`config.mk`:
```
export PLATFORM = sky130hd
export DESIGN_NAME = vid_sync_monitor
export DESIGN_NICKNAME = d
export VERILOG_FILES = /design/src/rtl/vid_sync_monitor.sv
export SDC_FILE = /design/constraint.sdc
export NUM_CORES = 1
export LEC_CHECK = 0
export ABC_AREA = 1
export CELL_PAD_IN_SITES_DETAIL_PLACEMENT = 1
export CELL_PAD_IN_SITES_GLOBAL_PLACEMENT = 1
export CORE_MARGIN = 8
export CORE_UTILIZATION = 31
export CTS_BUF_LIST = sky130_fd_sc_hd__clkbuf_8
export CTS_CLUSTER_DIAMETER = 200
export DETAILED_ROUTE_END_ITERATION = 16
export MAX_ROUTING_LAYER = met4
export PLACE_DENSITY_LB_ADDON = 0.1
export SETUP_SLACK_MARGIN = 0.4
export SYNTH_ARGS = -nofsm -noshare
export SYNTH_HDL_FRONTEND = slang
export SYNTH_SLANG_ARGS = --single-unit
```
`constraint.sdc`:
```
create_clock -name clk -period 6.3 [get_ports clk]
set_clock_uncertainty 0.2 [all_clocks]
set_input_delay 1.89 -clock clk [delete_from_list [all_inputs] [get_ports clk]]
set_output_delay 1.89 -clock clk [all_outputs]
set_load 0.05 [all_outputs]
```
`src/rtl/vid_sync_monitor.sv`:
```
// Video sync timing monitor: measures hsync/vsync/vde timing from the HDMI receive
// path and reports lock once LOCK_FRAMES consecutive frames match the expected raster.
module vid_sync_monitor #(
    parameter int H_ACTIVE      = -1,
    parameter int H_FRONT_PORCH = -1,
    parameter int H_SYNC_WIDTH  = -1,
    parameter int H_BACK_PORCH  = -1,
    parameter int V_ACTIVE      = -1,
    parameter int V_FRONT_PORCH = -1,
    parameter int V_SYNC_WIDTH  = -1,
    parameter int V_BACK_PORCH  = -1,
    parameter int LOCK_FRAMES   = 4
) (
    input  logic        clk,
    input  logic        rst_n,
    input  logic        in_hsync,
    input  logic        in_vsync,
    input  logic        in_vde,
    output logic        locked,
    output logic        lost_lock,
    output logic [15:0] meas_h_total,
    output logic [15:0] meas_h_active,
    output logic [15:0] meas_v_total,
    output logic [15:0] meas_v_active
);

    localparam int H_FRAME = H_ACTIVE + H_FRONT_PORCH + H_SYNC_WIDTH + H_BACK_PORCH;
    localparam int V_FRAME = V_ACTIVE + V_FRONT_PORCH + V_SYNC_WIDTH + V_BACK_PORCH;

    localparam logic [15:0] H_FRAME_C  = 16'(H_FRAME);
    localparam logic [15:0] H_ACTIVE_C = 16'(H_ACTIVE);
    localparam logic [15:0] V_FRAME_C  = 16'(V_FRAME);
    localparam logic [15:0] V_ACTIVE_C = 16'(V_ACTIVE);
    localparam logic [15:0] WD_LIMIT   = 16'(2 * H_FRAME);
    localparam logic [15:0] LOCK_C     = 16'(LOCK_FRAMES);

    localparam logic [1:0] SEARCH = 2'd0;
    localparam logic [1:0] VERIFY = 2'd1;
    localparam logic [1:0] LOCKED = 2'd2;

    function automatic logic [15:0] sat_inc(input logic [15:0] v);
        return (v == 16'hFFFF) ? v : v + 16'd1;
    endfunction

    logic        hsync_p0, vsync_p0, vde_p0;
    logic        hsync_p1, vsync_p1;
    logic        hrise, vrise;

    logic [15:0] pix_cnt_p1, act_cnt_p1, line_cnt_p1, act_line_cnt_p1;
    logic [15:0] last_len_p1, last_act_p1;
    logic        frame_bad_p1;

    logic [1:0]  state, state_nxt;
    logic [15:0] good_cnt, good_nxt, good_inc;
    logic        drop;

    logic        line_bad, bad_eff, frame_good, wd_fire;
    logic [15:0] line_eff, act_line_eff, len_eff, act_eff;

    // Stage p0: input register; stage p1: previous sample for edge detection
    always_ff @(posedge clk or negedge rst_n) begin
        if (!rst_n) begin
            hsync_p0 <= 1'b0;
            vsync_p0 <= 1'b0;
            vde_p0   <= 1'b0;
            hsync_p1 <= 1'b0;
            vsync_p1 <= 1'b0;
        end else begin
            hsync_p0 <= in_hsync;
            vsync_p0 <= in_vsync;
            vde_p0   <= in_vde;
            hsync_p1 <= hsync_p0;
            vsync_p1 <= vsync_p0;
        end
    end

    assign hrise = hsync_p0 & ~hsync_p1;
    assign vrise = vsync_p0 & ~vsync_p1;

    // A coinciding hsync rise closes its line into the frame before vsync closes the frame
    always_comb begin
        line_bad     = 1'b0;
        line_eff     = line_cnt_p1;
        act_line_eff = act_line_cnt_p1;
        len_eff      = last_len_p1;
        act_eff      = last_act_p1;
        if (hrise) begin
            line_bad = (pix_cnt_p1 != H_FRAME_C) ||
                       ((act_cnt_p1 != 16'd0) && (act_cnt_p1 != H_ACTIVE_C));
            line_eff = sat_inc(line_cnt_p1);
            len_eff  = pix_cnt_p1;
            if (act_cnt_p1 != 16'd0) begin
                act_line_eff = sat_inc(act_line_cnt_p1);
                act_eff      = act_cnt_p1;
            end
        end
        bad_eff    = frame_bad_p1 | line_bad;
        frame_good = !bad_eff && (line_eff == V_FRAME_C) && (act_line_eff == V_ACTIVE_C);
        wd_fire    = !hrise && (pix_cnt_p1 >= WD_LIMIT);
    end

    always_comb begin
        state_nxt = state;
        good_nxt  = good_cnt;
        good_inc  = sat_inc(good_cnt);
        drop      = 1'b0;
        if (wd_fire) begin
            state_nxt = SEARCH;
            good_nxt  = 16'd0;
            drop      = (state == LOCKED);
        end else if (vrise) begin
            case (state)
                SEARCH: begin
                    state_nxt = VERIFY;
                    good_nxt  = 16'd0;
                end
                VERIFY: begin
                    if (frame_good) begin
                        good_nxt = good_inc;
                        if (good_inc >= LOCK_C)
                            state_nxt = LOCKED;
                    end else begin
                        good_nxt = 16'd0;
                    end
                end
                LOCKED: begin
                    if (!frame_good) begin
                        state_nxt = SEARCH;
                        good_nxt  = 16'd0;
                        drop      = 1'b1;
                    end
                end
                default: begin
                    state_nxt = SEARCH;
                    good_nxt  = 16'd0;
                end
            endcase
        end
    end

    // Stage p2: line/frame counters, lock state and measurement outputs
    always_ff @(posedge clk or negedge rst_n) begin
        if (!rst_n) begin
            pix_cnt_p1      <= 16'd0;
            act_cnt_p1      <= 16'd0;
            line_cnt_p1     <= 16'd0;
            act_line_cnt_p1 <= 16'd0;
            frame_bad_p1    <= 1'b0;
            last_len_p1     <= 16'd0;
            last_act_p1     <= 16'd0;
        end else if (wd_fire) begin
            pix_cnt_p1      <= 16'd0;
            act_cnt_p1      <= 16'd0;
            line_cnt_p1     <= 16'd0;
            act_line_cnt_p1 <= 16'd0;
            frame_bad_p1    <= 1'b0;
        end else begin
            pix_cnt_p1  <= hrise ? 16'd1 : sat_inc(pix_cnt_p1);
            last_len_p1 <= len_eff;
            last_act_p1 <= act_eff;
            if (hrise)
                act_cnt_p1 <= {15'd0, vde_p0};
            else if (vde_p0)
                act_cnt_p1 <= sat_inc(act_cnt_p1);
            if (vrise) begin
                line_cnt_p1     <= 16'd0;
                act_line_cnt_p1 <= 16'd0;
                frame_bad_p1    <= 1'b0;
            end else begin
                line_cnt_p1     <= line_eff;
                act_line_cnt_p1 <= act_line_eff;
                frame_bad_p1    <= bad_eff;
            end
        end
    end

    always_ff @(posedge clk or negedge rst_n) begin
        if (!rst_n) begin
            state         <= SEARCH;
            good_cnt      <= 16'd0;
            locked        <= 1'b0;
            lost_lock     <= 1'b0;
            meas_h_total  <= 16'd0;
            meas_h_active <= 16'd0;
            meas_v_total  <= 16'd0;
            meas_v_active <= 16'd0;
        end else begin
            state     <= state_nxt;
            good_cnt  <= good_nxt;
            locked    <= (state_nxt == LOCKED);
            lost_lock <= drop;
            if (vrise) begin
                meas_h_total  <= len_eff;
                meas_h_active <= act_eff;
                meas_v_total  <= line_eff;
                meas_v_active <= act_line_eff;
            end
        end
    end

endmodule
```
==> summary.txt <==
status = complete, no violations
Multi-input gate area = 4230 um2
Hold Crit Class = reg2reg
Clk pin slew, worst setup/hold paths = 0.11 ns
CTS max path bufs = 2
Final nets = 1296
vias in the first global route = 8136
largest family of logic cells by synthesized area = simple AND/OR/NAND/NOR gates
Post-Route Utilization = 36.4%
dpl cell area = 10700 um2
layout cells sized above 1 = 9.41%
most frequent cell after synthesis = nand2_1
Congestion Overflow GR = 0
Post-Syn Area = 9560 um2
Post-Synth XOR/XNOR Area = 1.65%
Post-Synthesis Cells = 1222
TritonCTS Buffers = 17
Hold Vio Cnt, Final = 0
most frequent cells after synthesis = nand2_1 (392), dfrtp_1 (186), nor2_1 (143), inv_1 (115), o21ai_0 (73)
post-synthesis sequential area ratio = 48.7%
number of synthesized register bits = 186
largest net degree at the start of global routing = 114
CTS tree = yes
CP delay by family, top = buffers and inverters
vias per cell = 4.62
fillers = 3675
routability cong. = 0.806
Port Buffers = 70
drt pass-1 iters = 4
multiplexer share of the synthesized area = 0.105%
starting density of the core = 31.3%
async set-reset flop share out of synthesis = 100%
Worst VDD drop = 156 uV
Net Count, Synth = 1234
RSZ-0062 raised after global routing = false
startpoint types = flip-flop
Peak Freq = 263 MHz
share of the synthesized area in the top cell type = 48.7%
dpl hpwl = 19000 um
element type at the critical path end = primary output
Layout area overhead = 16.2%
clock sink count = 186
Max-slew headroom = 33.9%
Post-CTS Setup Inserts = 0
Die ar. = 36700 um2
Storage cell area = 4650 um2
root buf cell = clkbuf_8
CP Cell Sequence = clkdlybuf4s50_1
library cells used by synthesis = 48
Worst path max stage delay = 0.83 ns
syn_area_per_cell = 7.82 um2
Routed WL = 26200 um
Syn. warnings = 0
minimum clock period = 3.80 ns
number of routed nets with antenna violations = 0
I/O pin total = 71
PwrDens = 254 nW/um2
Worst Tran Pin Value = 0.992 ns
htree depth = 4
WP data required = 4.21 ns
Die Span X = 192 um
Post-Synth Adder-Cell Area = 0.917%
post-CTS sizing = 0
GR Util All Layers = 15.2%
Worst-Skew Late Latency = 0.47 ns
Bufs and invs on worst path = 1
endpoints failing setup = 0
Post-CTS Hold Fix Bufs = 0
Slowest cell on crit path = clkdlybuf4s50_1
maxcap violations = 0
Post-synth EDFFs = 0
antenna violations before repair = 0
Chip Height = 192 um
First DRT Iteration DRCs = 401
drt wl/cell = 15.5 um
CP Max Fanout = 2
dominant cell type by area after synthesis = dfrtp_1
Final Instance Area = 11100 um2
leading post-synthesis cells by cell area = dfrtp_1 (49%), nand2_1 (15%), nor2_1 (5.6%), inv_1 (4.5%), o21ai_0 (3.8%)
via count = 7829
diode count = 0
first-pass GRT wire length = 44000 um
row count = 64
Main synth FF type = dfrtp_1
Pins Over Slew Limit = 0
Setup TNS Final = 0 ns
Tcrit/Tclk final = 60.3%
CORE AREA = 30500 um2
Hold WS = 0.202 ns
Post-Synth Simple-Gate Area = 34.2%
Critical Path AT = 1.71 ns
P_leak = 5.34 nW
Crit Path Category = reg2out
Compound-Gate Fraction of Synth Area = 7.23%
Post-route DRC = 0
==> layout by cell type (no fill, tap or decap), drive strengths merged, types with 2 or more instances in the layout <==
master,instances
nand3,79
xnor2,5
ha,7
o21ai,77
a31oi,11
nand4,23
clkinv,13
dfrtp,186
a21oi,25
clkdlybuf4s50,69
nor2,177
o21bai,2
clkbuf,18
a21boi,2
and2,2
o21a,3
nand2,410
xor2,13
nor3,15
nor4,2
buf,9
inv,133
nand3b,6
bufinv,2
==> final timing paths <==
path	from	cells past startpoint	slack, ns	endpoint
min in group asynchronous	rst_n	1	1.29	meas_h_active[12]$_DFFE_PN0P_
worst max-delay path	meas_v_total[14]$_DFFE_PN0P_	1	2.50	meas_v_total[14]
worst min register to register	vsync_p0$_DFF_PN0_	0	0.20	vsync_p1$_DFF_PN0_
max in group asynchronous	rst_n	2	3.43	meas_h_total[15]$_DFFE_PN0P_
worst min-delay path	vsync_p0$_DFF_PN0_	0	0.20	vsync_p1$_DFF_PN0_
worst max register to register	act_cnt_p1[0]$_DFFE_PN0P_	18	3.04	good_cnt[9]$_DFFE_PN0P_
==> cell type report <==
| type | instances | area share (%) |
|---|---|---|
| clock buffer | 17 | 2.11 |
| inverter | 133 | 4.53 |
| clock inverter | 15 | 2.01 |
| multi-input combinational | 867 | 38.0 |
| sequential | 186 | 41.9 |
| timing repair buffer | 79 | 6.95 |
| tap | 396 | 4.46 |
==> cells by family (layout without fill, tap and decap cells) <==
logic type      count (synthesis)  in the layout
xor+xnor                       18             18
simple gates                  714            714
fa+ha+maj                       7              7
mux                             1              1
flops                         186            186
compound gates                127            127
buf+inv                       169            244
==> power breakdown <==
| group | internal, mW | total (mW) | switching, mW |
|---|---|---|---|
| Combinational | 0.161 | 0.558 | 0.397 |
| Clock | 0.384 | 0.905 | 0.522 |
| Sequential | 1.29 | 1.35 | 0.0671 |
==> stage by stage <==
step | power, mW | setup slack (ns) | instances
3_3_place_gp | 1.94 | 2.86 | 1661
2_1_floorplan | 1.74 | 3.61 | 1222
4_1_cts | 2.87 | 2.48 | 1693
3_5_place_dp | 1.95 | 2.85 | 1661
6_report | 2.82 | 2.50 | 1693
5_1_grt | 2.97 | 2.45 | 1693
==> layer usage <==
metal	vias to the layer above	track usage, %	wire length (um)
met5	-	-	0
met4	0	3.32	280
met3	14	2.10	813
met2	83	23.2	11500
met1	3751	21.3	13600
li1	3981	-	-
==> state kept, by name, summed over array words and instances (netlist names), 2 cells and up <==
register	cells
state	2
act_line_cnt_p1	16
act_cnt_p1	16
last_act_p1	16
meas_h_total	16
meas_v_active	16
line_cnt_p1	16
meas_h_active	16
pix_cnt_p1	16
good_cnt	16
meas_v_total	16
last_len_p1	16
Power figures use the tool's default switching activity.
